--- config.mk ---
export PLATFORM = sky130hd
export DESIGN_NAME = pipelined_shifter_flat
export DESIGN_NICKNAME = d
export VERILOG_FILES = /design/src/rtl/pipelined_shifter_if.sv /design/src/rtl/pipelined_shifter.sv /design/src/flat_wrapper.sv
export SDC_FILE = /design/constraint.sdc
export NUM_CORES = 1
export LEC_CHECK = 0
export CAP_MARGIN = 20
export CORE_MARGIN = 2
export CORE_UTILIZATION = 50
export DETAILED_ROUTE_END_ITERATION = 10
export HOLD_SLACK_MARGIN = 0.1
export PLACE_DENSITY = 0.72
export SLEW_MARGIN = 0
export SYNTH_ARGS = -nofsm -noshare
export SYNTH_HDL_FRONTEND = slang
export SYNTH_SLANG_ARGS = --single-unit
--- constraint.sdc ---
create_clock -name clk -period 4.6 [get_ports clk]
set_clock_uncertainty 0.2 [all_clocks]
set_input_delay 0.92 -clock clk [delete_from_list [all_inputs] [get_ports clk]]
set_output_delay 0.92 -clock clk [all_outputs]
set_load 0.02 [all_outputs]
--- src/rtl/pipelined_shifter_if.sv ---
// Handshake and data bundle for the pipelined barrel shifter.
// The shifter itself takes the slave view; whoever feeds and drains it takes the master view.
interface pipelined_shifter_if #(
    parameter int DATA_WIDTH  = 32,
    parameter int SHIFT_WIDTH = $clog2(DATA_WIDTH)
);
    logic                   in_valid;
    logic                   in_ready;
    logic [2:0]             in_mode;
    logic [SHIFT_WIDTH-1:0] in_shift_amt;
    logic [DATA_WIDTH-1:0]  in_data;
    logic                   out_valid;
    logic                   out_ready;
    logic [DATA_WIDTH-1:0]  out_data;
    logic                   out_carry;
    logic                   out_zero;

    modport master (
        output in_valid, in_mode, in_shift_amt, in_data, out_ready,
        input  in_ready, out_valid, out_data, out_carry, out_zero
    );

    modport slave (
        input  in_valid, in_mode, in_shift_amt, in_data, out_ready,
        output in_ready, out_valid, out_data, out_carry, out_zero
    );
endinterface

--- src/rtl/pipelined_shifter.sv ---
// Pipelined log2 barrel shifter: LSL/LSR/ROL/ROR/ASR with carry and zero flags.
// The operand travels as a DATA_WIDTH+1 bit word whose spare bit catches the last
// bit shifted out: the spare bit sits above the data for left-going and pass-through
// modes and below the data for right shifts, so plain shifts of the whole word leave
// the carry in that bit. Rotates ignore it and take carry from the result instead.
module pipelined_shifter #(
    parameter int DATA_WIDTH  = 32,
    parameter int SHIFT_WIDTH = $clog2(DATA_WIDTH),
    parameter int STAGES      = 2
) (
    input  logic               clk,
    input  logic               rst,
    pipelined_shifter_if.slave bus
);
    localparam logic [2:0] MODE_LSL = 3'b000;
    localparam logic [2:0] MODE_LSR = 3'b001;
    localparam logic [2:0] MODE_ROL = 3'b010;
    localparam logic [2:0] MODE_ROR = 3'b011;
    localparam logic [2:0] MODE_ASR = 3'b100;

    // Earlier stages absorb the leftover mux levels when the split is uneven.
    localparam int LVL_BASE  = SHIFT_WIDTH / STAGES;
    localparam int LVL_EXTRA = SHIFT_WIDTH % STAGES;

    function automatic int lvl_lo(input int i);
        return i * LVL_BASE + ((i < LVL_EXTRA) ? i : LVL_EXTRA);
    endfunction

    function automatic int lvl_cnt(input int i);
        return LVL_BASE + ((i < LVL_EXTRA) ? 1 : 0);
    endfunction

    function automatic logic is_right(input logic [2:0] m);
        return (m == MODE_LSR) || (m == MODE_ASR);
    endfunction

    // One mux level of the network: shift/rotate by 2**k.
    function automatic logic [DATA_WIDTH:0] shift_level(
        input logic [DATA_WIDTH:0] e,
        input logic [2:0]          m,
        input int                  k
    );
        logic [DATA_WIDTH:0]   r;
        logic [DATA_WIDTH-1:0] d;
        int                    s;
        s = 1 << k;
        d = e[DATA_WIDTH-1:0];
        r = e;
        case (m)
            MODE_LSL: r = e << s;
            MODE_LSR: r = e >> s;
            MODE_ASR: r = $signed(e) >>> s;
            MODE_ROL: r = {1'b0, (d << s) | (d >> (DATA_WIDTH - s))};
            MODE_ROR: r = {1'b0, (d >> s) | (d << (DATA_WIDTH - s))};
            default:  r = e;
        endcase
        return r;
    endfunction

    // Applies the contiguous block of levels [lo, lo+cnt) owned by one stage.
    function automatic logic [DATA_WIDTH:0] apply_levels(
        input logic [DATA_WIDTH:0]  e,
        input logic [2:0]           m,
        input logic [SHIFT_WIDTH-1:0] a,
        input int                   lo,
        input int                   cnt
    );
        logic [DATA_WIDTH:0] r;
        r = e;
        for (int k = 0; k < SHIFT_WIDTH; k++) begin
            if (k >= lo && k < lo + cnt && a[k]) begin
                r = shift_level(r, m, k);
            end
        end
        return r;
    endfunction

    logic [DATA_WIDTH:0]    st_ext  [STAGES];
    logic [2:0]             st_mode [STAGES];
    logic [SHIFT_WIDTH-1:0] st_amt  [STAGES];
    logic                   st_nz   [STAGES];
    logic                   st_v    [STAGES];

    logic [DATA_WIDTH:0]    nx_ext  [STAGES];
    logic [2:0]             nx_mode [STAGES];
    logic [SHIFT_WIDTH-1:0] nx_amt  [STAGES];
    logic                   nx_nz   [STAGES];
    logic                   nx_v    [STAGES];

    logic [DATA_WIDTH:0]    p_ext;
    logic [2:0]             p_mode;
    logic [SHIFT_WIDTH-1:0] p_amt;
    logic                   p_nz;
    logic                   p_v;

    logic [DATA_WIDTH-1:0]  fin_data;
    logic                   fin_carry;
    logic                   fin_zero;
    logic [DATA_WIDTH:0]    fin_ext;
    logic [2:0]             fin_mode;

    logic [DATA_WIDTH-1:0]  out_data_q;
    logic                   out_carry_q;
    logic                   out_zero_q;
    logic                   adv;

    // Single global stall: everything moves when the output slot is free or being drained.
    assign adv           = !st_v[STAGES-1] || bus.out_ready;
    assign bus.in_ready  = adv;
    assign bus.out_valid = st_v[STAGES-1];
    assign bus.out_data  = out_data_q;
    assign bus.out_carry = out_carry_q;
    assign bus.out_zero  = out_zero_q;

    // Next-state of every stage: each stage runs its own levels on the previous stage's register.
    always_comb begin
        p_ext  = is_right(bus.in_mode) ? {bus.in_data, 1'b0} : {1'b0, bus.in_data};
        p_mode = bus.in_mode;
        p_amt  = bus.in_shift_amt;
        p_nz   = |bus.in_shift_amt;
        p_v    = bus.in_valid;
        for (int i = 0; i < STAGES; i++) begin
            nx_ext[i]  = apply_levels(p_ext, p_mode, p_amt, lvl_lo(i), lvl_cnt(i));
            nx_mode[i] = p_mode;
            nx_amt[i]  = p_amt;
            nx_nz[i]   = p_nz;
            nx_v[i]    = p_v;
            p_ext      = st_ext[i];
            p_mode     = st_mode[i];
            p_amt      = st_amt[i];
            p_nz       = st_nz[i];
            p_v        = st_v[i];
        end
    end

    // Final-stage result extraction and flags; registered alongside the data.
    always_comb begin
        fin_ext   = nx_ext[STAGES-1];
        fin_mode  = nx_mode[STAGES-1];
        fin_data  = is_right(fin_mode) ? fin_ext[DATA_WIDTH:1] : fin_ext[DATA_WIDTH-1:0];
        fin_carry = 1'b0;
        case (fin_mode)
            MODE_LSL: fin_carry = fin_ext[DATA_WIDTH];
            MODE_LSR,
            MODE_ASR: fin_carry = fin_ext[0];
            MODE_ROL: fin_carry = nx_nz[STAGES-1] & fin_data[0];
            MODE_ROR: fin_carry = nx_nz[STAGES-1] & fin_data[DATA_WIDTH-1];
            default:  fin_carry = 1'b0;
        endcase
        fin_zero = (fin_data == '0);
    end

    // Pipeline registers: synchronous reset drops everything in flight.
    always_ff @(posedge clk) begin
        if (rst) begin
            for (int i = 0; i < STAGES; i++) begin
                st_ext[i]  <= '0;
                st_mode[i] <= '0;
                st_amt[i]  <= '0;
                st_nz[i]   <= 1'b0;
                st_v[i]    <= 1'b0;
            end
            out_data_q  <= '0;
            out_carry_q <= 1'b0;
            out_zero_q  <= 1'b0;
        end else if (adv) begin
            for (int i = 0; i < STAGES; i++) begin
                st_ext[i]  <= nx_ext[i];
                st_mode[i] <= nx_mode[i];
                st_amt[i]  <= nx_amt[i];
                st_nz[i]   <= nx_nz[i];
                st_v[i]    <= nx_v[i];
            end
            out_data_q  <= fin_data;
            out_carry_q <= fin_carry;
            out_zero_q  <= fin_zero;
        end
    end
endmodule

--- src/flat_wrapper.sv ---
// flat-port wrapper written by rule: the top's interface ports become plain ports
module pipelined_shifter_flat 
#(
    parameter int DATA_WIDTH  = 32,
    parameter int SHIFT_WIDTH = $clog2(DATA_WIDTH),
    parameter int STAGES      = 2
)
  (clk, rst, bus_in_valid, bus_in_mode, bus_in_shift_amt, bus_in_data, bus_out_ready, bus_in_ready, bus_out_valid, bus_out_data, bus_out_carry, bus_out_zero);
  pipelined_shifter_if #(.DATA_WIDTH(DATA_WIDTH), .SHIFT_WIDTH(SHIFT_WIDTH)) bus_i ();
  input  logic clk;
  input  logic rst;
  input wire logic [$bits(bus_i.in_valid)-1:0] bus_in_valid;
  input wire logic [$bits(bus_i.in_mode)-1:0] bus_in_mode;
  input wire logic [$bits(bus_i.in_shift_amt)-1:0] bus_in_shift_amt;
  input wire logic [$bits(bus_i.in_data)-1:0] bus_in_data;
  input wire logic [$bits(bus_i.out_ready)-1:0] bus_out_ready;
  output wire logic [$bits(bus_i.in_ready)-1:0] bus_in_ready;
  output wire logic [$bits(bus_i.out_valid)-1:0] bus_out_valid;
  output wire logic [$bits(bus_i.out_data)-1:0] bus_out_data;
  output wire logic [$bits(bus_i.out_carry)-1:0] bus_out_carry;
  output wire logic [$bits(bus_i.out_zero)-1:0] bus_out_zero;
  assign bus_i.in_valid = bus_in_valid;
  assign bus_i.in_mode = bus_in_mode;
  assign bus_i.in_shift_amt = bus_in_shift_amt;
  assign bus_i.in_data = bus_in_data;
  assign bus_i.out_ready = bus_out_ready;
  assign bus_in_ready = bus_i.in_ready;
  assign bus_out_valid = bus_i.out_valid;
  assign bus_out_data = bus_i.out_data;
  assign bus_out_carry = bus_i.out_carry;
  assign bus_out_zero = bus_i.out_zero;
  pipelined_shifter #(.DATA_WIDTH(DATA_WIDTH), .SHIFT_WIDTH(SHIFT_WIDTH), .STAGES(STAGES)) u_core (.clk(clk), .rst(rst), .bus(bus_i));
endmodule
==> flow_metrics.tcl <==
set metrics [dict create \
    outcome "finished, final reports clean" \
    cts.clk_slew.worst_paths_ps 70 \
    place_ws_ps 357.3 \
    clockBufferDepth 2 \
    synthCells 970 \
    via_per_inst 7.129 \
    synth_fp_nets 1014 \
    yosysSeqAreaShare_pct 26.57 \
    die_area_sq_mm 0.01536 \
    area_delta_synth_final_pct 17.36 \
    cts-hold-fix-buffers 0 \
    setup_slack_ps 624.9 \
    mostFrequentLayoutCell "a21oi_1" \
    cts_tree "built" \
    grt.total_usage_pct 34.77 \
    drc_errors 0 \
    wl_mm 26.57 \
    detail_route.first_pass.iterations 7 \
    start_util_pct 51.43 \
    cp_slowest_stage_delay_ps 740 \
    cts_made_buffers 9 \
    htreeDepth 3 \
    synthDistinctLibCells 76 \
    syn-cell-area_sq_mm 0.007194 \
    diodes 0 \
    port_buffers 79 \
    ant_nets 0 \
    grt_overflow 0 \
    max_slew_margin_pct 39.55 \
    fin_crit_sh_pct 86.42 \
    gp_congestion 1.016 \
    regArea_sq_mm 0.001912 \
    finalHoldViolations 0 \
    cap_violations 0 \
    insertion_delay_ps 340 \
    cts_root_buf "clkbuf_16" \
    io_pins 80 \
    cp_data_arrival_time_ps 3880 \
    cp-end-kind "register" \
    drt-initial-drc-count 1417 \
    p_leak_uw 0.003038 \
    core.rowCount 43 \
    grt_start_max_net_pins 42 \
    period_needed_ps 3975 \
    max_freq_ghz 0.2516 \
    ir_worst_vdd_mv 0.1883 \
    wl_per_cell_um 22.36 \
    worst_slew_pin_slew_ps 899.0 \
    synth_ff_type "edfxtp_1" \
    grt_antenna_before_repair 0 \
    synth_area_per_cell_sq_um 7.417 \
    setup_viol 0 \
    final_nets 1047 \
    die_x_um 124.0 \
    vias 8469 \
    slew_viol_final 0 \
    synth-edff-count 41 \
    layout-drive-gt1-share_pct 8.730 \
    postCtsSetupRepairBufs 0 \
    crit_fanout 31 \
    core_sq_mm 0.01399 \
    worstPathRequired_ps 4500 \
    start_kind "primary input" \
    rsz0062_at_grt "no" \
    fillers 1311 \
    cp_slowest_cell "o31ai_1" \
    grt_pass1_vias 7284 \
    async_flop_share_pct 0 \
    die_y_um 124.0 \
    ys_ff_latch 75 \
    final_cell_mix "a21oi_1 (96), nand2_1 (81), clkdlybuf4s50_1 (79)" \
    grt_pass1_wl_mm 40.90 \
    worstSetupPathType "in -> reg" \
    fin_setup_tns_ps 0 \
    powerDensity_mw_per_mm2 324.9 \
    multiInputGateArea_sq_mm 0.004810 \
    cts_num_sinks 75 \
    crit_chain "clkdlybuf4s50_1, buf_4, and3b_1, and2_4, a22oi_1, a21oi_1, o31ai_1, o211ai_1, and3_1" \
    ys_warn_count 0 \
    hold_class "reg -> reg" \
    cts_resized 0 \
    hpwl_mm 19.10 \
]
[synthesized netlist by cell type, types with 8 or more instances]
| library cell | n | area [sq um] |
|---|---|---|
| o21ai_0 | 71 | 355.3 |
| and2_1 | 11 | 68.82 |
| nor2b_1 | 12 | 75.07 |
| o31ai_1 | 8 | 60.06 |
| mux2_2 | 8 | 90.09 |
| o21a_1 | 10 | 75.07 |
| mux2i_1 | 18 | 180.2 |
| clkbuf_1 | 74 | 277.8 |
| edfxtp_1 | 41 | 1231 |
| a21oi_1 | 97 | 485.5 |
| nor2_1 | 72 | 270.3 |
| o22ai_1 | 25 | 156.4 |
| a31oi_1 | 13 | 81.33 |
| a21boi_0 | 9 | 67.56 |
| nand3_1 | 38 | 190.2 |
| o31a_1 | 14 | 122.6 |
| a22o_1 | 12 | 105.1 |
| nand2b_1 | 10 | 62.56 |
| nor3_1 | 52 | 260.3 |
| o221ai_1 | 11 | 96.34 |
| a32o_1 | 8 | 80.08 |
| nand2_1 | 81 | 304.0 |
| dfxtp_1 | 34 | 680.7 |
| inv_1 | 14 | 52.55 |
| buf_2 | 16 | 80.08 |
| nor3b_1 | 11 | 82.58 |
| o211ai_1 | 21 | 157.7 |
| a211oi_1 | 29 | 217.7 |
| a22oi_1 | 27 | 202.7 |
[cell families (layout without fill, tap and decap cells)]
family | count (synthesis) | in the layout | synth area share (%)
buffers and inverters | 116 | 154 | 6.748
XOR/XNOR | 2 | 2 | 0.2435
multiplexers | 26 | 26 | 3.757
AND/OR/NAND/NOR | 322 | 322 | 21.79
flip-flops | 75 | 75 | 26.57
AO/OA/AOI/OAI | 429 | 429 | 40.89
[worst max-delay path, delay by kind of cell]
family | cells | cell delay (ps)
compound gates | 4 | 1390
buf+inv | 2 | 750
simple gates | 3 | 810
[flip-flops by register name, summed over array words and instances (netlist names)]
register	flops
u_core.st_v	2
u_core.bus.out_data	32
u_core.bus.out_zero	1
u_core.st_nz	1
u_core.st_ext	33
u_core.bus.out_carry	1
u_core.st_mode	3
u_core.st_amt	2
[per-layer routing]
metal  GRT usage, %  vias up  wire length (um)
met5              0        -                 0
met4          15.31        0              1057
met3          7.372       80              3502
met2          48.59      642             11070
met1          51.16     3899             10940
li1               -     3848                 -
[power by group]
group / total, uW / switching (uW) / internal (uW)
registers: 891 / 90.5 / 801
logic: 1120 / 685 / 438
clock network: 729 / 315 / 414
total: 2740 / 1090 / 1650
[final cells by class]
class | instances | area share [%]
Sequential cell | 75 | 22.64
Clock buffer | 10 | 2.964
Tap cell | 180 | 2.667
Timing Repair Buffer | 124 | 13.37
Inverter | 14 | 0.6224
Clock inverter | 6 | 0.7706
Multi-Input combinational cell | 779 | 56.96
[worst paths after layout]
kind | from | cells after the start | end | slack (ps)
worst max-delay path | bus_in_mode[2] | 9 | u_core.st_ext[0][8] | 620
worst max register to register | u_core.st_mode[0][0] | 10 | u_core.bus.out_zero | 1200
worst min-delay path | u_core.bus.out_data[4] | 2 | u_core.bus.out_data[4] | 250
worst min register to register | u_core.bus.out_data[4] | 2 | u_core.bus.out_data[4] | 250
[metrics by stage]
| stage | total power [uW] | instance area [sq um] | util, % | instances | hold WS, ps |
|---|---|---|---|---|---|
| floorplan | 1585 | 7194 | - | 970 | 296.7 |
| global placement | 1981 | 8128 | 58.10 | 1172 | 241.2 |
| detailed placement | 1982 | 8128 | 58.10 | 1172 | 244.6 |
| CTS | 2708 | 8443 | 60.36 | 1188 | 254.4 |
| global route | 2863 | 8443 | 60.36 | 1188 | 271.5 |
| finish | 2743 | 8443 | 60.36 | 1188 | 251.0 |
(Power assumes the default switching activity.)
